**config.mk**
```make
export PLATFORM = sky130hd
export DESIGN_NAME = alu_seq
export DESIGN_NICKNAME = d
export VERILOG_FILES = /design/src/rtl/alu_seq_pkg.sv /design/src/rtl/alu_core.sv /design/src/rtl/alu_seq.sv
export SDC_FILE = /design/constraint.sdc
export NUM_CORES = 1
export LEC_CHECK = 0
export CELL_PAD_IN_SITES_DETAIL_PLACEMENT = 1
export CELL_PAD_IN_SITES_GLOBAL_PLACEMENT = 1
export CORE_UTILIZATION = 43
export DETAILED_ROUTE_END_ITERATION = 8
export HOLD_SLACK_MARGIN = 0.02
export PLACE_DENSITY_LB_ADDON = 0.25
export SLEW_MARGIN = 20
export SYNTH_ARGS = -nofsm -noshare
export SYNTH_HDL_FRONTEND = slang
export SYNTH_HIERARCHICAL = 1
export SYNTH_SLANG_ARGS = --single-unit
export TNS_END_PERCENT = 1
```
**constraint.sdc**
```tcl
create_clock -name Clk -period 4.6 [get_ports Clk]
set_input_delay 0.92 -clock Clk [delete_from_list [all_inputs] [get_ports Clk]]
set_output_delay 0.92 -clock Clk [all_outputs]
set_load 0.05 [all_outputs]
```
**src/rtl/alu_seq_pkg.sv**
```systemverilog
// Shared opcode constants, FSM state type and helpers for alu_seq.
// Optional multiplier is enabled with ALU_SEQ_MUL_EN.
package alu_seq_pkg;

    localparam logic [2:0] OP_ADD = 3'b000;
    localparam logic [2:0] OP_XOR = 3'b001;
    localparam logic [2:0] OP_SUB = 3'b010;
    localparam logic [2:0] OP_SLT = 3'b011;
    localparam logic [2:0] OP_SLL = 3'b100;
    localparam logic [2:0] OP_SRL = 3'b101;
    localparam logic [2:0] OP_SRA = 3'b110;
    localparam logic [2:0] OP_MUL = 3'b111;

    typedef enum logic [1:0] {
        S_IDLE = 2'd0,
        S_EXEC = 2'd1,
        S_DONE = 2'd2
    } state_e;

    function automatic logic is_shift(input logic [2:0] op);
        return (op == OP_SLL) || (op == OP_SRL) || (op == OP_SRA);
    endfunction

endpackage

```
**src/rtl/alu_core.sv**
```systemverilog
// Single-cycle combinational datapath: ADD, SUB, XOR, SLT.
// CarryOut on SUB is the borrow, i.e. inverted carry out of the MSB.
module alu_core #(
    parameter int WIDTH = 32
) (
    input  logic [2:0]       op_i,
    input  logic [WIDTH-1:0] a_i,
    input  logic [WIDTH-1:0] b_i,
    output logic [WIDTH-1:0] res_o,
    output logic             carry_o,
    output logic             ovf_o
);
    import alu_seq_pkg::*;

    localparam int M = WIDTH - 1;

    logic [WIDTH:0] add_w;
    logic [WIDTH:0] sub_w;
    logic           add_ci;
    logic           sub_ci;
    logic           add_of;
    logic           sub_of;

    assign add_w  = {1'b0, a_i} + {1'b0, b_i};
    assign sub_w  = {1'b0, a_i} + {1'b0, ~b_i} + {{WIDTH{1'b0}}, 1'b1};
    assign add_ci = a_i[M] ^ b_i[M] ^ add_w[M];
    assign sub_ci = a_i[M] ^ ~b_i[M] ^ sub_w[M];
    assign add_of = add_ci ^ add_w[WIDTH];
    assign sub_of = sub_ci ^ sub_w[WIDTH];

    always_comb begin
        res_o   = '0;
        carry_o = 1'b0;
        ovf_o   = 1'b0;
        unique case (op_i)
            OP_ADD: begin
                res_o   = add_w[M:0];
                carry_o = add_w[WIDTH];
                ovf_o   = add_of;
            end
            OP_SUB: begin
                res_o   = sub_w[M:0];
                carry_o = ~sub_w[WIDTH];
                ovf_o   = sub_of;
            end
            OP_XOR: res_o = a_i ^ b_i;
            OP_SLT: res_o = {{(WIDTH-1){1'b0}}, sub_w[M] ^ sub_of};
            default: ;
        endcase
    end

endmodule

```
**src/rtl/alu_seq.sv**
```systemverilog
// Sequential ALU: FSM, bit-serial shifter and optional shift-add multiplier.
// Define ALU_SEQ_MUL_EN to enable opcode 111 as MUL; otherwise it returns 0.
module alu_seq #(
    parameter int WIDTH   = 32,
    parameter int SHAMT_W = $clog2(WIDTH)
) (
    input  logic             Clk,
    input  logic             Reset,
    input  logic             Start,
    input  logic [2:0]       ALUControl,
    input  logic [WIDTH-1:0] BussA,
    input  logic [WIDTH-1:0] BussB,
    output logic [WIDTH-1:0] Output,
    output logic             CarryOut,
    output logic             overflow,
    output logic             zero,
    output logic             negative,
    output logic             Busy,
    output logic             Done
);
    import alu_seq_pkg::*;

    state_e state_q, state_d;

    logic [2:0]         op_q, op_d;
    logic [WIDTH-1:0]   a_q, a_d;
    logic [WIDTH-1:0]   b_q, b_d;
    logic [SHAMT_W-1:0] cnt_q, cnt_d;
    logic               sh_en_q, sh_en_d;

    logic [WIDTH-1:0]   res_q, res_d;
    logic               cf_q, cf_d;
    logic               of_q, of_d;
    logic               z_q, z_d;
    logic               n_q, n_d;

`ifdef ALU_SEQ_MUL_EN
    logic [WIDTH-1:0]   acc_q, acc_d;
`endif

    logic [WIDTH-1:0]   core_res;
    logic               core_cf;
    logic               core_of;
    logic [WIDTH-1:0]   sh_val;
    logic [WIDTH-1:0]   fin_res;
    logic               fin_cf;
    logic               fin_of;
    logic               start_nz;

    alu_core #(
        .WIDTH(WIDTH)
    ) u_core (
        .op_i   (op_q),
        .a_i    (a_q),
        .b_i    (b_q),
        .res_o  (core_res),
        .carry_o(core_cf),
        .ovf_o  (core_of)
    );

    assign start_nz = |BussB[SHAMT_W-1:0];

    always_comb begin
        state_d = state_q;
        op_d    = op_q;
        a_d     = a_q;
        b_d     = b_q;
        cnt_d   = cnt_q;
        sh_en_d = sh_en_q;
        res_d   = res_q;
        cf_d    = cf_q;
        of_d    = of_q;
        z_d     = z_q;
        n_d     = n_q;
`ifdef ALU_SEQ_MUL_EN
        acc_d   = acc_q;
`endif
        sh_val  = a_q;
        fin_res = core_res;
        fin_cf  = core_cf;
        fin_of  = core_of;

        unique case (state_q)
            S_IDLE: begin
                if (Start) begin
                    state_d = S_EXEC;
                    op_d    = ALUControl;
                    a_d     = BussA;
                    b_d     = BussB;
                    sh_en_d = start_nz;
                    cnt_d   = '0;
                    // Shift by n costs n cycles; n=0 still takes one.
                    if (is_shift(ALUControl) && start_nz)
                        cnt_d = BussB[SHAMT_W-1:0] - SHAMT_W'(1);
`ifdef ALU_SEQ_MUL_EN
                    if (ALUControl == OP_MUL) begin
                        cnt_d = SHAMT_W'(WIDTH - 1);
                        acc_d = '0;
                    end
`endif
                end
            end
            S_EXEC: begin
                unique case (op_q)
                    OP_SLL, OP_SRL, OP_SRA: begin
                        if (sh_en_q) begin
                            if (op_q == OP_SLL)
                                sh_val = {a_q[WIDTH-2:0], 1'b0};
                            else if (op_q == OP_SRL)
                                sh_val = {1'b0, a_q[WIDTH-1:1]};
                            else
                                sh_val = {a_q[WIDTH-1], a_q[WIDTH-1:1]};
                        end
                        a_d     = sh_val;
                        fin_res = sh_val;
                        fin_cf  = 1'b0;
                        fin_of  = 1'b0;
                    end
                    OP_MUL: begin
`ifdef ALU_SEQ_MUL_EN
                        // a_q is the shifting multiplicand, b_q the multiplier.
                        acc_d   = acc_q + (b_q[0] ? a_q : '0);
                        a_d     = {a_q[WIDTH-2:0], 1'b0};
                        b_d     = {1'b0, b_q[WIDTH-1:1]};
                        fin_res = acc_d;
`else
                        fin_res = '0;
`endif
                        fin_cf  = 1'b0;
                        fin_of  = 1'b0;
                    end
                    default: ;
                endcase
                if (cnt_q == '0) begin
                    state_d = S_DONE;
                    res_d   = fin_res;
                    cf_d    = fin_cf;
                    of_d    = fin_of;
                    z_d     = (fin_res == '0);
                    n_d     = fin_res[WIDTH-1];
                end else begin
                    cnt_d = cnt_q - SHAMT_W'(1);
                end
            end
            S_DONE:  state_d = S_IDLE;
            default: state_d = S_IDLE;
        endcase
    end

    always_ff @(posedge Clk or posedge Reset) begin
        if (Reset) begin
            state_q <= S_IDLE;
            op_q    <= OP_ADD;
            a_q     <= '0;
            b_q     <= '0;
            cnt_q   <= '0;
            sh_en_q <= 1'b0;
            res_q   <= '0;
            cf_q    <= 1'b0;
            of_q    <= 1'b0;
            z_q     <= 1'b1;
            n_q     <= 1'b0;
`ifdef ALU_SEQ_MUL_EN
            acc_q   <= '0;
`endif
        end else begin
            state_q <= state_d;
            op_q    <= op_d;
            a_q     <= a_d;
            b_q     <= b_d;
            cnt_q   <= cnt_d;
            sh_en_q <= sh_en_d;
            res_q   <= res_d;
            cf_q    <= cf_d;
            of_q    <= of_d;
            z_q     <= z_d;
            n_q     <= n_d;
`ifdef ALU_SEQ_MUL_EN
            acc_q   <= acc_d;
`endif
        end
    end

    assign Output   = res_q;
    assign CarryOut = cf_q;
    assign overflow = of_q;
    assign zero     = z_q;
    assign negative = n_q;
    assign Busy     = (state_q == S_EXEC);
    assign Done     = (state_q == S_DONE);

endmodule

```
## Word level (Yosys, flattened, before mapping)

Cells that the tools add are included.

- Register bits after elaboration: 111
- Logic and storage cells: 79

- Add/sub/neg operators: 5
- Equality and inequality tests: 16
- Mux-type cells: 20
- Bitwise gates (word level): 11
- Reduce and logical (&&, ||, !) cells: 16

Operator list:

| operator | number |
|---|---|
| $mux 32 | 6 |
| $pmux 32 s2 | 2 |
| $pmux 32 s4 | 1 |
| $add 32x32->33 | 2 |
| $add 33x1->33 const B | 1 |
| $logic_not 32->1 | 1 |
| $not 32->32 | 1 |
| $xor 32x32->32 | 1 |
| $eq 3x3->1 const B | 7 |
| $mux 5 | 3 |
| $pmux 5 s2 | 1 |
| $sub 5x1->5 const B | 2 |
| $xor 1x1->1 | 7 |
| $eq 3x2->1 const B | 2 |
| $reduce_and 2->1 | 3 |
| $reduce_and 3->1 | 2 |
| $logic_not 5->1 | 1 |
| $reduce_or 5->1 | 1 |
| $mux 2 | 2 |
| $ne 2x1->1 const B | 2 |
| $ne 2x2->1 const B | 2 |
| $pmux 1 s2 | 2 |
| $pmux 2 s2 | 1 |
| $reduce_or 4->1 | 1 |
| 11 further kinds | 14 |

## Longest topological paths before layout

Gate-level depths: netlist of the first run.

- Depth after elaboration: 10
- Mapped depth: 19

## Cells and area by module

Netlist of the first run, hierarchy kept.

Modules (own cells, without submodules):

| module | times used | cells each | area an instance (um^2) | sequential area each (um^2) |
|---|---|---|---|---|
| alu_seq | 1 | 633 | 5769.3 | 2753.9 |
| alu_core | 1 | 640 | 4110.2 | 0.0 |

## Worst setup path before layout of the first run

Ideal clock, no wire load.

- Path type: register -> register
- Start point: register a_q[12]
- End point: register z_q, in the netlist zero
- Setup time: 0.086 ns
- Arrival time: 4.046 ns
- Required time: 4.514 ns
- Path slack: 0.468 ns
- Cell stages (with the launch flop): 19
- Buffers on the path: 1
- Clock period less this slack: 4.132 ns
- Cell sequence: dfrtp_1 -> ha_1 -> buf_6 -> or4_4 -> nor3_2 -> nor3b_2 -> a211oi_2 -> o311ai_4 -> a21o_1 -> a21oi_1 -> or2_0 -> a32oi_1 -> nor2_1 -> nor4_1 -> nand3_1 -> o21ai_0 -> nand4_1 -> or4_1 -> o31ai_2

- Elaborated cells on any way between the ends: 14
- Those cells by class: 3 x add/sub; 6 x mux; 4 x bitwise; 1 x reduce/logical

RTL lines:

| element | line | source |
|---|---|---|
| from (decl) | alu_seq.sv:26 | `logic [WIDTH-1:0] a_q, a_d;` |
| from (signal assigned) | alu_seq.sv:154 | `a_q <= '0;` |
| from (signal assigned) | alu_seq.sv:169 | `a_q <= a_d;` |
| $add 32x32->33 | alu_core.sv:25 | `assign sub_w = {1'b0, a_i} + {1'b0, ~b_i} + {{WIDTH{1'b0}}, 1'b1};` |
| $add 33x1->33 | alu_core.sv:25 |  |
| $pmux 32 s4 * | alu_core.sv:35 | `unique case (op_i)` |
| via core_res[27] | alu_seq.sv:41 | `logic [WIDTH-1:0] core_res;` |
| $pmux 32 s2 * | alu_seq.sv:104 | `unique case (op_q)` |
| $mux 32 * | alu_seq.sv:83 | `unique case (state_q)` |
| $logic_not 32->1 * | alu_seq.sv:139 | `z_d = (fin_res == '0);` |
| to (signal assigned) | alu_seq.sv:176 | `z_q <= z_d;` |
| to (decl) | alu_seq.sv:34 | `logic z_q, z_d;` |

Mark *: on every way through the listed nets, which the timed path passes. The rest lies on a longest branch. The select of a mux whose other input is x is not followed.
A chain may end at the register's enable or synchronous reset.

## Worst setup path after layout of the first run

- Start point: register a_q[0]
- End point: register z_q, in the netlist zero

Same word-level chain as after synthesis.

==> flow_metrics.tcl, run 1 <==
set metrics [dict create \
    io_buffers 107 \
    grt_max_degree 61 \
    async_flop_share_pct 100 \
    synthFlopType "dfrtp_1" \
    netlist_top_cells_area "dfrtp_1 (28%), ha_1 (8.5%), a21oi_1 (5.8%)" \
    clk_path_buf_depth 2 \
    critPathLaunch "a_q[0]" \
    crit_required_ps 4890 \
    cp-endpoint "zero" \
    fmax_mhz 226 \
    grt_pass1_wl_mm 63.8 \
    grt_pass1_vias 10800 \
    vias 10700 \
    fin_crit_sh_pct 96.4 \
    relSlewSlack_pct 35.1 \
    fin_nets 1523 \
    finalHoldViolCount 0 \
    layout-drive-gt1-share_pct 14.0 \
    yosys_warnings 6 \
    hold_path_class "flip-flop to flip-flop" \
    finish.utilization_pct 53.3 \
    die-area_mm2 0.0236 \
    vias_per_cell 6.40 \
    clock_latency_ps 380 \
    dp_hpwl_mm 30.9 \
    fin_skew_ps 16.7 \
    grt_use_total_pct 35.1 \
    max_cap_violations 0 \
    clk_pin_slew_worst_paths_ps 90 \
    placedCellCount 1650 \
    hold_buffers 0 \
    slew_violations 0 \
    cts.sinks 110 \
    critical_path_class "flip-flop to flip-flop" \
    yosysSeqAreaShare_pct 27.9 \
    first_pass_iters 5 \
    wirelength_mm 41.3 \
    rr_startpoint "a_q[0]" \
    cp.arrival_ps 4730 \
    cp_slowest_cell "or4_4" \
    drc 0 \
    tightestPinTransition_ps 970 \
    wl_per_cell_um 24.7 \
    reg2reg_to "zero" \
    ios 108 \
    diodes 0 \
    die_h_um 154 \
    synth-seq-cells 110 \
    cts_tree "done" \
    numCtsBuffers 9 \
    fin_crit_ps 4430 \
    setup_violations 0 \
    detail-route-antenna-nets 0 \
    status "completed" \
    grt-ovfl-total 0 \
    coreArea_mm2 0.0226 \
    synth_nets 1412 \
    synth_top_cell_by_area "dfrtp_1" \
    r2r_slack_ps 170 \
    syn_to_final_growth_pct 21.9 \
    synth.distinct_cells 88 \
    synth_edf_count 0 \
    n_fill_cell 2732 \
    max_stage_delay_ps 460 \
    syn_inst 1273 \
    avgSynthCellArea_um2 7.76 \
    synth_top_area_share_pct 27.6 \
    r2r_cells 21 \
    num_rows 55 \
    die_x_um 154 \
    worst_hold_slack_ps 492 \
    cp_cell_sequence "ha_2 > inv_2 > fa_2 > nor2_1 > o311a_1 > o22a_2 > a211o_1 > a21oi_2 > o21ba_4 > o211ai_1 > buf_4 > buf_4 > a211oi_1 > o21ai_1 > a31oi_4 > nor4_2 > nand3_1 > o21ai_1 > nand4_1 > or4_4 > o31ai_4" \
    synth_area_mm2 0.00988 \
    h-tree-depth 3 \
    critPathMaxFanout 4 \
    grt_antenna_before_repair 0 \
    tns_ps 0 \
    start_util_pct 43.8 \
    cp-start-kind "flip-flop" \
    drt_iter0_markers 1034 \
    cts_root_buf "clkbuf_16" \
    stdcell_count 1674 \
    critPathCaptureType "flip-flop" \
    gp_congestion 0.993 \
]
sequential cells by signal (all words and copies together) (netlist names), 2 cells and up:
signal,flops
state_q,2
Output,32
b_q,32
op_q,3
cnt_q,5
a_q,32
worst min path at each step:
stage	from	endpoint	slack [ps]	cells after the start
6_report	Output[22]	Output[22]	490	2
5_1_grt	Output[9]	Output[9]	510	2
4_1_cts	Output[20]	Output[20]	490	2
3_5_place_dp	Output[29]	Output[29]	470	2
3_3_place_gp	Output[18]	Output[18]	470	2
2_1_floorplan	cnt_q[4]	cnt_q[4]	500	1
cells in the mapped netlist, types with 19 or more instances:
cell and instances:
dfrtp_1 109, nand2_1 148, mux2_2 42, ha_1 67
nor2_1 117, clkbuf_1 69, nand3_1 24, a31oi_1 21
a21oi_1 114, o211ai_1 19, o21ai_0 106, nor2b_1 20
nor3_1 22, inv_1 77
worst max-delay path: cells and delay by family, from the launching register on:
| family | cells | cell delay (ps) |
|---|---|---|
| AO/OA/AOI/OAI | 11 | 1890 |
| buffers and inverters | 3 | 340 |
| AND/OR/NAND/NOR | 5 | 1130 |
| flip-flops | 1 | 400 |
| adder cells (fa/ha/maj) | 2 | 580 |
layout by cell type (no fill, tap or decap), drive strengths merged, types with 14 or more instances in the layout:
master           n
a21oi          115
inv             81
o21ai          108
dfrtp          109
nand2b          17
nor2           117
clkdlybuf4s50  107
o22ai           15
o211ai          19
ha              67
mux2            42
nand2          148
nor2b           20
a31oi           22
nand3           25
nor4            14
buf             82
o21bai          14
nor3            23
cell type report:
class	instances	area [um^2]	area share (%)
repair buffers	189	1700	14.1
clock buffers	9	225	1.87
inverters	81	307	2.55
flip-flops and latches	110	2760	22.9
clock inverters	7	75.1	0.623
multi-input cells	993	6620	55.0
well taps	285	357	2.96
kinds of logic after synthesis:
group / count (synthesis) / synth area share (%)
AND/OR/NAND/NOR: 417 / 19.6
adder cells (fa/ha/maj): 69 / 8.89
buffers and inverters: 170 / 6.75
multiplexers: 55 / 6.10
AO/OA/AOI/OAI: 438 / 29.5
flip-flops: 110 / 27.9
XOR/XNOR: 14 / 1.24
stage by stage:
| step | instance area, um^2 | setup WS, ps |
|---|---|---|
| 4_1_cts | 11800 | 9.34 |
| 3_5_place_dp | 11500 | 58.6 |
| 3_3_place_gp | 11500 | 178 |
| 5_1_grt | 12000 | -85.9 |
| 6_report | 12000 | 165 |
| 2_1_floorplan | 9880 | 468 |
per-layer routing:
metal,track usage (%),up-vias,wire (um),part of all wire [%]
met5,0,-,0,0
met4,14.2,0,1680,4.1
met3,4.54,111,3030,7.3
met2,59.5,495,19800,48
met1,45.1,5297,16700,41
li1,-,4813,-,-
timing repair:
action	in CTS	in global routing
pin swaps	0	26
setup endpoints to repair	1	1
gates resized for setup	2	36
buffers inserted	0	8
hold endpoints to repair	0	0
Power of run 1 is left out: the tool's default activity adds up to more than one toggle a clock period on the data nets, which glitch-free logic cannot reach.
==> inputs of run 2 (changes only) <==
--- a/config.mk
+++ b/config.mk
@@ -11,6 +11,7 @@
 export DETAILED_ROUTE_END_ITERATION = 8
 export HOLD_SLACK_MARGIN = 0.02
 export PLACE_DENSITY_LB_ADDON = 0.25
+export REMOVE_ABC_BUFFERS = 1
 export SLEW_MARGIN = 20
 export SYNTH_ARGS = -nofsm -noshare
 export SYNTH_HDL_FRONTEND = slang
==> flow_metrics.tcl, run 2 (synthesized netlist as in run 1, its figures left out) <==
set metrics [dict create \
    relSlewSlack_pct 23.2 \
    grt_antenna_before_repair 1 \
    max_cap_violations 0 \
    critical_path_class "flip-flop to flip-flop" \
    critPathMaxFanout 5 \
    io_buffers 107 \
    final_common_cell "nand2_1" \
    vias 10900 \
    fin_skew_ps 18.2 \
    fmax_mhz 224 \
    layout_common_cells "nand2_1 (147), nor2_1 (116), a21oi_1 (111), dfrtp_1 (107), clkdlybuf4s50_1 (107)" \
    tightestPinTransition_ps 1150 \
    setup_violations 0 \
    wirelength_mm 42.2 \
    vias_per_cell 6.46 \
    drc 0 \
    crit_required_ps 4900 \
    stdcell_count 1685 \
    grt_use_total_pct 35.7 \
    status "completed" \
    dpl_cell_area_mm2 0.0116 \
    placedCellCount 1653 \
    grt-ovfl-total 0 \
    num_rows 55 \
    slew_violations 0 \
    clk_path_buf_depth 2 \
    detail-route-antenna-nets 0 \
    numCtsBuffers 9 \
    final_area_mm2 0.0121 \
    grt_pass1_vias 10900 \
    syn_to_final_growth_pct 22.6 \
    clock_latency_ps 380 \
    wl_per_cell_um 25.1 \
    start_util_pct 43.8 \
    cts.sinks 110 \
    hold_buffers 0 \
    die_x_um 154 \
    die_h_um 154 \
    dp_hpwl_mm 31.1 \
    layout-drive-gt1-share_pct 14.5 \
    first_pass_iters 7 \
    critPathCaptureType "flip-flop" \
    clk_pin_slew_worst_paths_ps 100 \
    fin_crit_ps 4450 \
    diodes 0 \
    coreArea_mm2 0.0226 \
    cts_root_buf "clkbuf_16" \
    cp.arrival_ps 4750 \
    die-area_mm2 0.0236 \
    drt_iter0_markers 1018 \
    h-tree-depth 3 \
    cts_tree "done" \
    fin_nets 1534 \
    fin_crit_sh_pct 96.8 \
    grt_max_degree 59 \
    tns_ps 0 \
    ios 108 \
    cp-start-kind "flip-flop" \
    gp_congestion 0.968 \
    hold_path_class "flip-flop to flip-flop" \
    grt_pass1_wl_mm 64.5 \
    finalHoldViolCount 0 \
]
[run 2: cell types whose count changed in the layout (fill, tap and decap cells not counted), moves of 2 or more]
| cell | change |
|---|---|
| a21boi_1 | -2 |
| buf_4 | +10 |
| ha_1 | +2 |
| ha_2 | -3 |
| inv_6 | +2 |
| inv_8 | -3 |
[run 2: worst paths after layout]
| path | slack (ps) | startpoint | cells after the start | end |
|---|---|---|---|---|
| max reg2reg | 150 | a_q[9] | 17 | zero |
| max | 150 | a_q[9] | 17 | zero |
| max in group asynchronous | 2810 | Reset | 3 | a_q[15] |
| min | 470 | Output[15] | 2 | Output[15] |
| min reg2reg | 470 | Output[15] | 2 | Output[15] |
| min in group asynchronous | 980 | Reset | 2 | cnt_q[1] |
[run 2: worst max-delay path, stage by stage (launching register included)]
cell and delay (ps):
dfrtp_2 460, ha_4 270, or4_4 540, nor3_4 240, nor3b_4 250, a211oi_4 110, o311ai_4 390, a21oi_1 160
nand2b_1 130, a21oi_1 90, o211ai_1 190, a21oi_1 170, nor4_1 210, nor2_1 90, nor4_1 190, nand4_1 160
or4_4 560, o31ai_2 190
[run 2: metrics by stage]
stage | hold WS (ps) | worst slack (ps) | util, %
floorplan | 499 | -1020 | -
detailed placement | 462 | -2.11 | 51.3
global placement | 459 | 151 | 51.3
CTS | 482 | 23.1 | 52.6
global route | 501 | -22.3 | 53.7
finish | 474 | 145 | 53.7
[run 2: layout make-up]
cell class / instances / area [um^2]
multi-input cells: 993 / 6600
repair buffers: 200 / 1790
fillers: 2780 / 10500
well taps: 285 / 357
clock inverters: 7 / 77.6
inverters: 81 / 307
clock buffers: 9 / 225
flip-flops and latches: 110 / 2760
[run 2: routing by layer]
| layer | track usage, % | up-vias | part of all wire [%] |
|---|---|---|---|
| li1 | - | 4850 | - |
| met1 | 47.4 | 5413 | 43 |
| met2 | 57.5 | 513 | 45 |
| met3 | 5.92 | 104 | 8.0 |
| met4 | 14.6 | 0 | 4.0 |
| met5 | 0 | - | 0 |
[run 2: what timing repair did]
item / in CTS / in global routing
gates resized for setup: 1 / 24
hold endpoints to repair: 0 / 0
pin swaps: 0 / 17
setup buffers: 0 / 16
setup endpoints to repair: 1 / 1
Power of run 2 is left out for the same reason.
==> inputs of run 3 (changes only) <==
--- a/config.mk
+++ b/config.mk
@@ -8,6 +8,8 @@
 export CELL_PAD_IN_SITES_DETAIL_PLACEMENT = 1
 export CELL_PAD_IN_SITES_GLOBAL_PLACEMENT = 1
 export CORE_UTILIZATION = 43
+export CTS_BUF_LIST = sky130_fd_sc_hd__clkbuf_4 sky130_fd_sc_hd__clkbuf_8 sky130_fd_sc_hd__clkbuf_16
+export CTS_CLUSTER_SIZE = 25
 export DETAILED_ROUTE_END_ITERATION = 8
 export HOLD_SLACK_MARGIN = 0.02
 export PLACE_DENSITY_LB_ADDON = 0.25
==> results of run 3 <==
Final layout, timing and power as in run 2 (identical DEF).
Power of run 3 is left out for the same reason.
